[config.mk]
export PLATFORM = sky130hd
export DESIGN_NAME = dram_word_adapter
export DESIGN_NICKNAME = d
export VERILOG_FILES = /design/src/rtl/dram_word_adapter.sv
export SDC_FILE = /design/constraint.sdc
export NUM_CORES = 1
export LEC_CHECK = 0
export CAP_MARGIN = 20
export CORE_MARGIN = 4
export CORE_UTILIZATION = 40
export CTS_CLUSTER_DIAMETER = 80
export DETAILED_ROUTE_END_ITERATION = 12
export PLACE_DENSITY_LB_ADDON = 0.2
export SYNTH_ARGS = -nofsm -noshare
export SYNTH_HDL_FRONTEND = slang
export SYNTH_SLANG_ARGS = --single-unit
[constraint.sdc]
create_clock -name i_clk -period 2.5 [get_ports i_clk]
set_input_delay 0.375 -clock i_clk [delete_from_list [all_inputs] [get_ports i_clk]]
set_output_delay 0.375 -clock i_clk [all_outputs]
set_load 0.02 [all_outputs]
[src/rtl/dram_word_adapter.sv]
// rtl/dram_word_adapter.sv - 32-bit CPU word requests to 128-bit DRAM line commands.
// Keeps a single write-through line buffer so repeated reads of a line skip DRAM.
module dram_word_adapter #(
  parameter int APP_ADDR_WIDTH = 28,
  parameter int APP_DATA_WIDTH = 128,
  parameter int APP_MASK_WIDTH = 16,
  parameter int USE_LINE_BUF   = 1
) (
  input  logic                      i_clk,
  input  logic                      i_rst_x,
  input  logic                      i_req_valid,
  output logic                      o_req_ready,
  input  logic                      i_req_we,
  input  logic [31:0]               i_req_addr,
  input  logic [31:0]               i_req_wdata,
  input  logic [3:0]                i_req_be,
  output logic                      o_resp_valid,
  output logic [31:0]               o_resp_rdata,
  output logic                      o_dram_rd_en,
  output logic                      o_dram_wr_en,
  output logic [APP_ADDR_WIDTH-1:0] o_dram_addr,
  output logic [APP_DATA_WIDTH-1:0] o_dram_data,
  output logic [APP_MASK_WIDTH-1:0] o_dram_mask,
  input  logic [APP_DATA_WIDTH-1:0] i_dram_data,
  input  logic                      i_dram_data_valid,
  input  logic                      i_dram_ready
);

  typedef enum logic [2:0] {IDLE, WR_ISSUE, WR_DRAIN, RD_ISSUE, RD_WAIT, RESP} state_t;

  state_t                    state_q, state_d;
  logic [29:0]               addr_q, addr_d;
  logic [31:0]               wdata_q, wdata_d;
  logic [3:0]                be_q, be_d;
  logic                      ready_q, ready_d;
  logic                      drain_q, drain_d;
  logic [31:0]               rdata_q, rdata_d;
  logic                      buf_valid_q, buf_valid_d;
  logic [27:0]               buf_tag_q, buf_tag_d;
  logic [APP_DATA_WIDTH-1:0] buf_data_q, buf_data_d;

  logic                      accept;
  logic                      hit;
  logic [APP_DATA_WIDTH-1:0] merged;
  logic                      unused_addr;

  function automatic logic [31:0] lane_sel(input logic [APP_DATA_WIDTH-1:0] line,
                                           input logic [1:0] n);
    return line[{n, 5'b00000} +: 32];
  endfunction

  assign unused_addr = ^i_req_addr[1:0];
  assign accept      = i_req_valid & ready_q;
  assign hit         = (USE_LINE_BUF != 0) && buf_valid_q && (buf_tag_q == i_req_addr[31:4]);

  // Write-through merge of the incoming word into the buffered line.
  always_comb begin
    merged = buf_data_q;
    for (int b = 0; b < 4; b++) begin
      if (i_req_be[b]) begin
        merged[{i_req_addr[3:2], 5'b00000} + 7'(8 * b) +: 8] = i_req_wdata[8*b +: 8];
      end
    end
  end

  always_comb begin
    state_d      = state_q;
    addr_d       = addr_q;
    wdata_d      = wdata_q;
    be_d         = be_q;
    drain_d      = drain_q;
    rdata_d      = rdata_q;
    buf_valid_d  = buf_valid_q;
    buf_tag_d    = buf_tag_q;
    buf_data_d   = buf_data_q;
    o_resp_valid = 1'b0;
    o_dram_rd_en = 1'b0;
    o_dram_wr_en = 1'b0;
    o_dram_addr  = '0;
    o_dram_data  = '0;
    o_dram_mask  = '0;

    case (state_q)
      IDLE: begin
        if (accept) begin
          addr_d  = i_req_addr[31:2];
          wdata_d = i_req_wdata;
          be_d    = i_req_be;
          if (i_req_we) begin
            state_d = WR_ISSUE;
            if (hit) buf_data_d = merged;
          end else if (hit) begin
            rdata_d = lane_sel(buf_data_q, i_req_addr[3:2]);
            state_d = RESP;
          end else begin
            state_d = RD_ISSUE;
          end
        end
      end
      WR_ISSUE: begin
        o_dram_addr = {addr_q[APP_ADDR_WIDTH-2:2], 3'b000};
        o_dram_data = {(APP_DATA_WIDTH/32){wdata_q}};
        o_dram_mask = ~({{(APP_MASK_WIDTH-4){1'b0}}, be_q} << {addr_q[1:0], 2'b00});
        if (i_dram_ready) begin
          o_dram_wr_en = 1'b1;
          drain_d      = 1'b1;
          state_d      = WR_DRAIN;
        end
      end
      WR_DRAIN: begin
        // The controller still shows ready in the cycle right after the command.
        if (drain_q)           drain_d = 1'b0;
        else if (i_dram_ready) state_d = RESP;
      end
      RD_ISSUE: begin
        o_dram_addr = {addr_q[APP_ADDR_WIDTH-2:2], 3'b000};
        if (i_dram_ready) begin
          o_dram_rd_en = 1'b1;
          state_d      = RD_WAIT;
        end
      end
      RD_WAIT: begin
        if (i_dram_data_valid) begin
          rdata_d = lane_sel(i_dram_data, addr_q[1:0]);
          if (USE_LINE_BUF != 0) begin
            buf_data_d  = i_dram_data;
            buf_tag_d   = addr_q[29:2];
            buf_valid_d = 1'b1;
          end
          state_d = RESP;
        end
      end
      RESP: begin
        o_resp_valid = 1'b1;
        state_d      = IDLE;
      end
      default: state_d = IDLE;
    endcase

    ready_d = (state_d == IDLE);
  end

  always_ff @(posedge i_clk or negedge i_rst_x) begin
    if (!i_rst_x) begin
      state_q     <= IDLE;
      addr_q      <= '0;
      wdata_q     <= '0;
      be_q        <= '0;
      ready_q     <= 1'b0;
      drain_q     <= 1'b0;
      rdata_q     <= '0;
      buf_valid_q <= 1'b0;
      buf_tag_q   <= '0;
      buf_data_q  <= '0;
    end else begin
      state_q     <= state_d;
      addr_q      <= addr_d;
      wdata_q     <= wdata_d;
      be_q        <= be_d;
      ready_q     <= ready_d;
      drain_q     <= drain_d;
      rdata_q     <= rdata_d;
      buf_valid_q <= buf_valid_d;
      buf_tag_q   <= buf_tag_d;
      buf_data_q  <= buf_data_d;
    end
  end

  assign o_req_ready  = ready_q;
  assign o_resp_rdata = rdata_q;

endmodule

# ---- Word-level counts from Yosys, hierarchy flattened
# Cells that the tools add are included.
dict set report word_totals {
  memories 0
  output_inout_bits 208
  ff_bits 260
  ramBits 0
  rom_bits 0
  latchBits 0
}
dict set report classes {
  n_bitwise 2
  div_mod_pow 0
  shifts 11
  n_reduce_logical 11
  mul 0
  addsub 7
  n_lt_le_gt_ge 0
  muxes 36
  eq_ne 12
}
# operator count
set ops {}
lappend ops {{$mux W128} 9}
lappend ops {{$bwmux W128} 4}
lappend ops {{$shift A8 B9 Y128 const A} 4}
lappend ops {{$shiftx A8 B9 Y128} 4}
lappend ops {{$pmux W128 S2} 1}
lappend ops {{$shiftx A128 B8 Y32} 2}
lappend ops {{$mux W32} 4}
lappend ops {{$pmux W32 S2} 1}
lappend ops {{$neg A7 Y9} 4}
lappend ops {{$eq A28 B28 Y1} 1}
lappend ops {{$mux W28} 1}
lappend ops {{$mux W3} 8}
lappend ops {{$mux W16} 1}
lappend ops {{$not A16 Y16} 1}
lappend ops {{$shl A4 B4 Y16} 1}
lappend ops {{$pmux W3 S5} 1}
lappend ops {{$add A7 B5 Y7 const B} 2}
lappend ops {{$ne A2 B2 Y1 const B} 6}
lappend ops {{$reduce_and A5 Y1} 2}
lappend ops {{$add A7 B4 Y7 const B} 1}
lappend ops {{$eq A3 B2 Y1 const B} 2}
lappend ops {{$eq A3 B3 Y1 const B} 2}
lappend ops {{$logic_not A3 Y1} 2}
lappend ops {{$reduce_and A2 Y1} 3}
lappend ops {{other kinds (7)} 12}

# ---- Depth between registers and ports, before layout
dict set report depth {
  depth_word 14
  mapped_depth 9
}

# ---- Least setup slack after synthesis
# OpenSTA, ideal clock, no wires.
dict set report synth_timing {
  kind {input to register}
  start {input port i_req_addr[2]}
  end {register buf_data_q[100]}
  path_buffers 1
  required_time_ns 2.436
  path_slack_ns 0.369
  cell_stages 6
  t_arrival_ns 2.067
  cell_sequence {buf_2 > inv_1 > ha_1 > nor4_1 > a22o_1 > mux2_2}
}
dict set report synth_between {
  elab_chain_cells 14
  word_cells_on_any_way 27
  classes_between {add/sub: 7; shift: 8; mux: 12}
}
# item line
set synth_rtl {}
lappend synth_rtl {{start, declared} 14} ;# input logic [31:0] i_req_addr,
lappend synth_rtl {{parallel branches: the longest is 9 deep, another holds $neg A7 Y9} -}
lappend synth_rtl {{$mux W128 (*)} 60} ;# if (i_req_be[b]) begin
lappend synth_rtl {{$mux W128 (*)} 91} ;# if (hit) buf_data_d = merged;
lappend synth_rtl {{$mux W128 (*)} 89} ;# if (i_req_we) begin
lappend synth_rtl {{$mux W128 (*)} 85} ;# if (accept) begin
lappend synth_rtl {{$pmux W128 S2 (*)} 83} ;# case (state_q)
lappend synth_rtl {{end signal, assigned} 165} ;# buf_data_q <= buf_data_d;
lappend synth_rtl {{end, declared} 40} ;# logic [APP_DATA_WIDTH-1:0] buf_data_q, buf_data_d;
# Mark *: on every way between the ends. The select of a mux whose other input is x is not followed.
# A chain may end at the register's enable or synchronous reset.

# ---- Worst setup path in the final report
dict set report layout_timing {
  start {register state_q[2]}
  end {output port o_dram_data[100]}
}
dict set report layout_between {
  elab_chain_cells 2
}
# item line
set layout_rtl {}
lappend layout_rtl {{start, declared} 31} ;# state_t state_q, state_d;
lappend layout_rtl {{start signal, assigned} 156} ;# state_q <= state_d;
lappend layout_rtl {{$eq A3 B1 Y1} 83}
lappend layout_rtl {{$mux W128} 83}
lappend layout_rtl {{end, declared} 22} ;# output logic [APP_DATA_WIDTH-1:0] o_dram_data,
# No other way between the ends.

==> results.txt <==
----------------------------------------------------
[Floorplanning]
  FP Rows ... 70
  Die W ... 201 microns
  Overall die height ... 201 microns
  Initial core utilization ... 0.407
  Core outline area ... 36700 sq um
  Number of I/O pins ... 410
  Die Outline Area ... 40500 sq um

[Timing]
  Relative slew slack ... 0.415
  Least-Margin Pin Slew ... 0.874 ns
  Post-Route Setup TNS ... 0 ns
  Setup skew after layout ... 0.0103 ns
  Shortest period the worst path allows ... 2.41 ns
  Final number of hold-violating endpoints ... 0
  Final cycle utilization of the critical path ... 0.964
  Worst Hold Slack ... 0.233 ns
  Fmax ... 415 MHz
  Final Slew Violations ... 0
  Setup repair after global routing missed its margin ... yes
  Final setup violation count ... 0

[GRT]
  Overflow after GRT ... 0
  Number of antenna violations at the first check in global routing ... 2
  Largest net degree at the start of global routing ... 73
  All-layer global routing usage ... 0.238
  Vias in the first global route ... 13100
  First-pass GRT wire length ... 76.5 mm

[Place]
  Placer Congestion ... 0.838
  Total instance count after detailed placement ... 2196
  Port Buffer Count ... 404
  Placed Instance Area ... 19300 sq um
  Sum of net half-perimeters after detailed placement ... 36.5 mm

[Synth]
  Commonest cells in the netlist ... nand2_1 (360), dfrtp_1 (260), mux2_2 (148)
  Count of mapped cells out of synthesis ... 1442
  Post-synthesis instance area ... 14900 sq um
  Proportion of register bits with asynchronous set or reset after synthesis ... 1.00
  Syn_area_per_cell ... 10.4 sq um
  Cell taking the most area after synthesis ... dfrtp_1
  Number of distinct library cells after synthesis ... 46
  Most frequently used cell type in the post-synthesis netlist ... nand2_1
  Most used flip-flop cell after synthesis ... dfrtp_1
  Number of enable flip-flop cells after synthesis ... 0
  Dominant cells by area after synthesis ... dfrtp_1 (44%), mux2_2 (11%), mux4_2 (9.6%)
  Synth Register Bits ... 260
  Seq/Total Area, Yosys ... 0.435
  Total of warnings raised by yosys ... 0
  Portion of synthesized cell area occupied by the leading cell type ... 0.435

[Clock tree]
  TritonCTS clock tree ... built
  Clock edge transition at the registers on the reported setup and hold paths ... 0.06 ns
  Number of clock buffers inserted by TritonCTS ... 30
  CTS max path bufs ... 3
  Root buffer cell ... clkbuf_16
  Clock tree sinks ... 260
  Number of levels in the clock H-tree ... 1
  Insertion delay of the later-clocked pin in the worst-skew pair ... 0.55 ns

[Critical path]
  Required time of the critical path ... 2.12 ns
  Start point of the critical path ... state_q[2]
  Arrival time reported for the critical path endpoint ... 2.03 ns
  Largest stage delay on the critical path ... 0.41 ns
  Worst reg2reg setup slack ... 0.14 ns
  Crit end category ... output pin
  Critical-path cell list ... nor2b_4, buf_4, and3_1, dlygate4sd2_1
  CP startpoint kind ... register
  FF-to-FF Start ... buf_tag_q[5]
  Worst Setup Path Type ... register to output pin
  Worst path slowest cell ... dfrtp_1
  CP max FO ... 15

[Layout]
  Antenna fix cells ... 0
  Total area of sequential cells ... 6510 sq um
  Non-Filler Cell Area, Final ... 20100 sq um
  Number of nets at the end of the flow ... 1967
  Final standard cell count with taps included and fillers excluded ... 2249
  Multi-input combinational cell area ... 7360 sq um
  Synth-to-Final Area Change ... 34.3%
  Filler cell count in the final layout ... 3247
  Share of final-layout standard cells stronger than drive strength 1 ... 0.204

[Hold path]
  Hold path start ... i_req_addr[2]
  Class of the most critical hold timing path ... primary input to register

[Routing]
  Detailed Route Iter0 Violations ... 729
  Final antenna-violating net count ... 0
  Vias after detailed routing ... 12200
  Post-detailed-route wirelength per cell ... 22.1 microns
  WL final ... 49.7 mm
  Post-detailed-route DRC marker count ... 0
  Total iterations of the first detailed-routing run ... 5
  Per-cell via count in the routed design ... 5.42

[Power and ir drop]
  Leakage dissipation ... 9.90 nW
  Power after layout ... 21.3 mW
  Total power density per cell area ... 1060 nW/um^2
  Worst-case vdd ir drop ... 0.617 mV

[Job]
  Max capacitance violation total ... 0

[Status]
  Run status ... finished clean

----------------------------------------------------
## cell type report
type / count / area share
multi-input cells: 995 / 0.366
clock buffers: 42 / 0.0432
repair buffers: 470 / 0.230
flip-flops and latches: 260 / 0.324
inverters: 4 / 0.000748
clock inverters: 10 / 0.00636
well taps: 468 / 0.0292
## final timing paths
check,to,depth (start not counted)
max reg2reg,buf_data_q[72],8
max,o_dram_data[100],4
min reg2reg,wdata_q[19],2
min,addr_q[0],3
max in group asynchronous,o_resp_rdata[27],3
min in group asynchronous,wdata_q[12],2
## where the power goes
| group | total [mW] | internal [mW] | switching, mW | leakage, nW |
|---|---|---|---|---|
| sequential | 7.11 | 6.04 | 1.07 | 3.41 |
| clock | 4.44 | 2.70 | 1.74 | 0.491 |
| combinational | 9.73 | 4.56 | 5.17 | 6.00 |
## cells by family after synthesis
group / count (synthesis) / synth area share
AND/OR/NAND/NOR: 480 / 0.144
AO/OA/AOI/OAI: 228 / 0.0869
XOR/XNOR: 28 / 0.0164
adder cells (fa/ha/maj): 4 / 0.00335
flip-flops: 260 / 0.435
other: 1 / 0.000251
buffers and inverters: 189 / 0.0763
multiplexers: 252 / 0.237
## placed cells by master (no fill, tap or decap), drive strengths merged, types with 2 or more instances in the layout
cell,netlist,layout
dlygate4sd2,0,157
clkdlybuf4s15,0,12
clkbuf,60,45
mux2,156,156
mux2i,32,32
mux4,64,64
a21o,4,4
nand2,361,361
conb,1,3
nor4,4,4
and3,39,39
xnor2,25,25
inv,4,4
and2,27,27
a22o,32,32
nand4,9,9
a21oi,79,79
clkdlybuf4s50,0,229
a31oi,5,5
dfrtp,260,260
clkinv,0,6
ha,4,4
nor2,12,12
buf,125,68
nor3,2,2
nor2b,5,5
nand3,15,15
nor3b,2,2
xor2,3,3
o21ai,101,101
bufinv,0,3
nand2b,2,2
## flip-flops by register name, summed over array words and instances (netlist names)
| register | count |
|---|---|
| o_resp_rdata | 32 |
| buf_valid_q | 1 |
| wdata_q | 32 |
| state_q | 3 |
| drain_q | 1 |
| o_req_ready | 1 |
| be_q | 4 |
| buf_tag_q | 28 |
| buf_data_q | 128 |
| addr_q | 30 |
## per-layer routing
metal / global-route usage / wire length (microns) / vias to the layer above
met5: 0 / 34 / -
met4: 0.0723 / 1510 / 4
met3: 0.0408 / 3050 / 81
met2: 0.407 / 24500 / 432
met1: 0.311 / 20500 / 6091
li1: - / - / 5581
## metrics by stage
step / setup slack (ns) / util
2_1_floorplan: 0.369 / -
3_3_place_gp: -0.455 / 0.525
3_5_place_dp: -0.471 / 0.525
4_1_cts: 0.0528 / 0.547
5_1_grt: -0.0220 / 0.547
6_report: 0.0909 / 0.547
## critical path, delay by kind of cell, from the launching register on
family | cells | cell delay [ns]
AND/OR/NAND/NOR | 2 | 0.47
buffers and inverters | 2 | 0.60
flip-flops | 1 | 0.41
## repair_timing
item                                   CTS  global route
setup endpoints to repair              180            23
endpoints found under the hold margin   65             0
cloned                                   0             0
hold buffers                             1             0
pin swaps                                0             1
resized for setup                      175            20
buffers inserted                         0             0
Note: power is estimated with default switching activity, not from simulation.
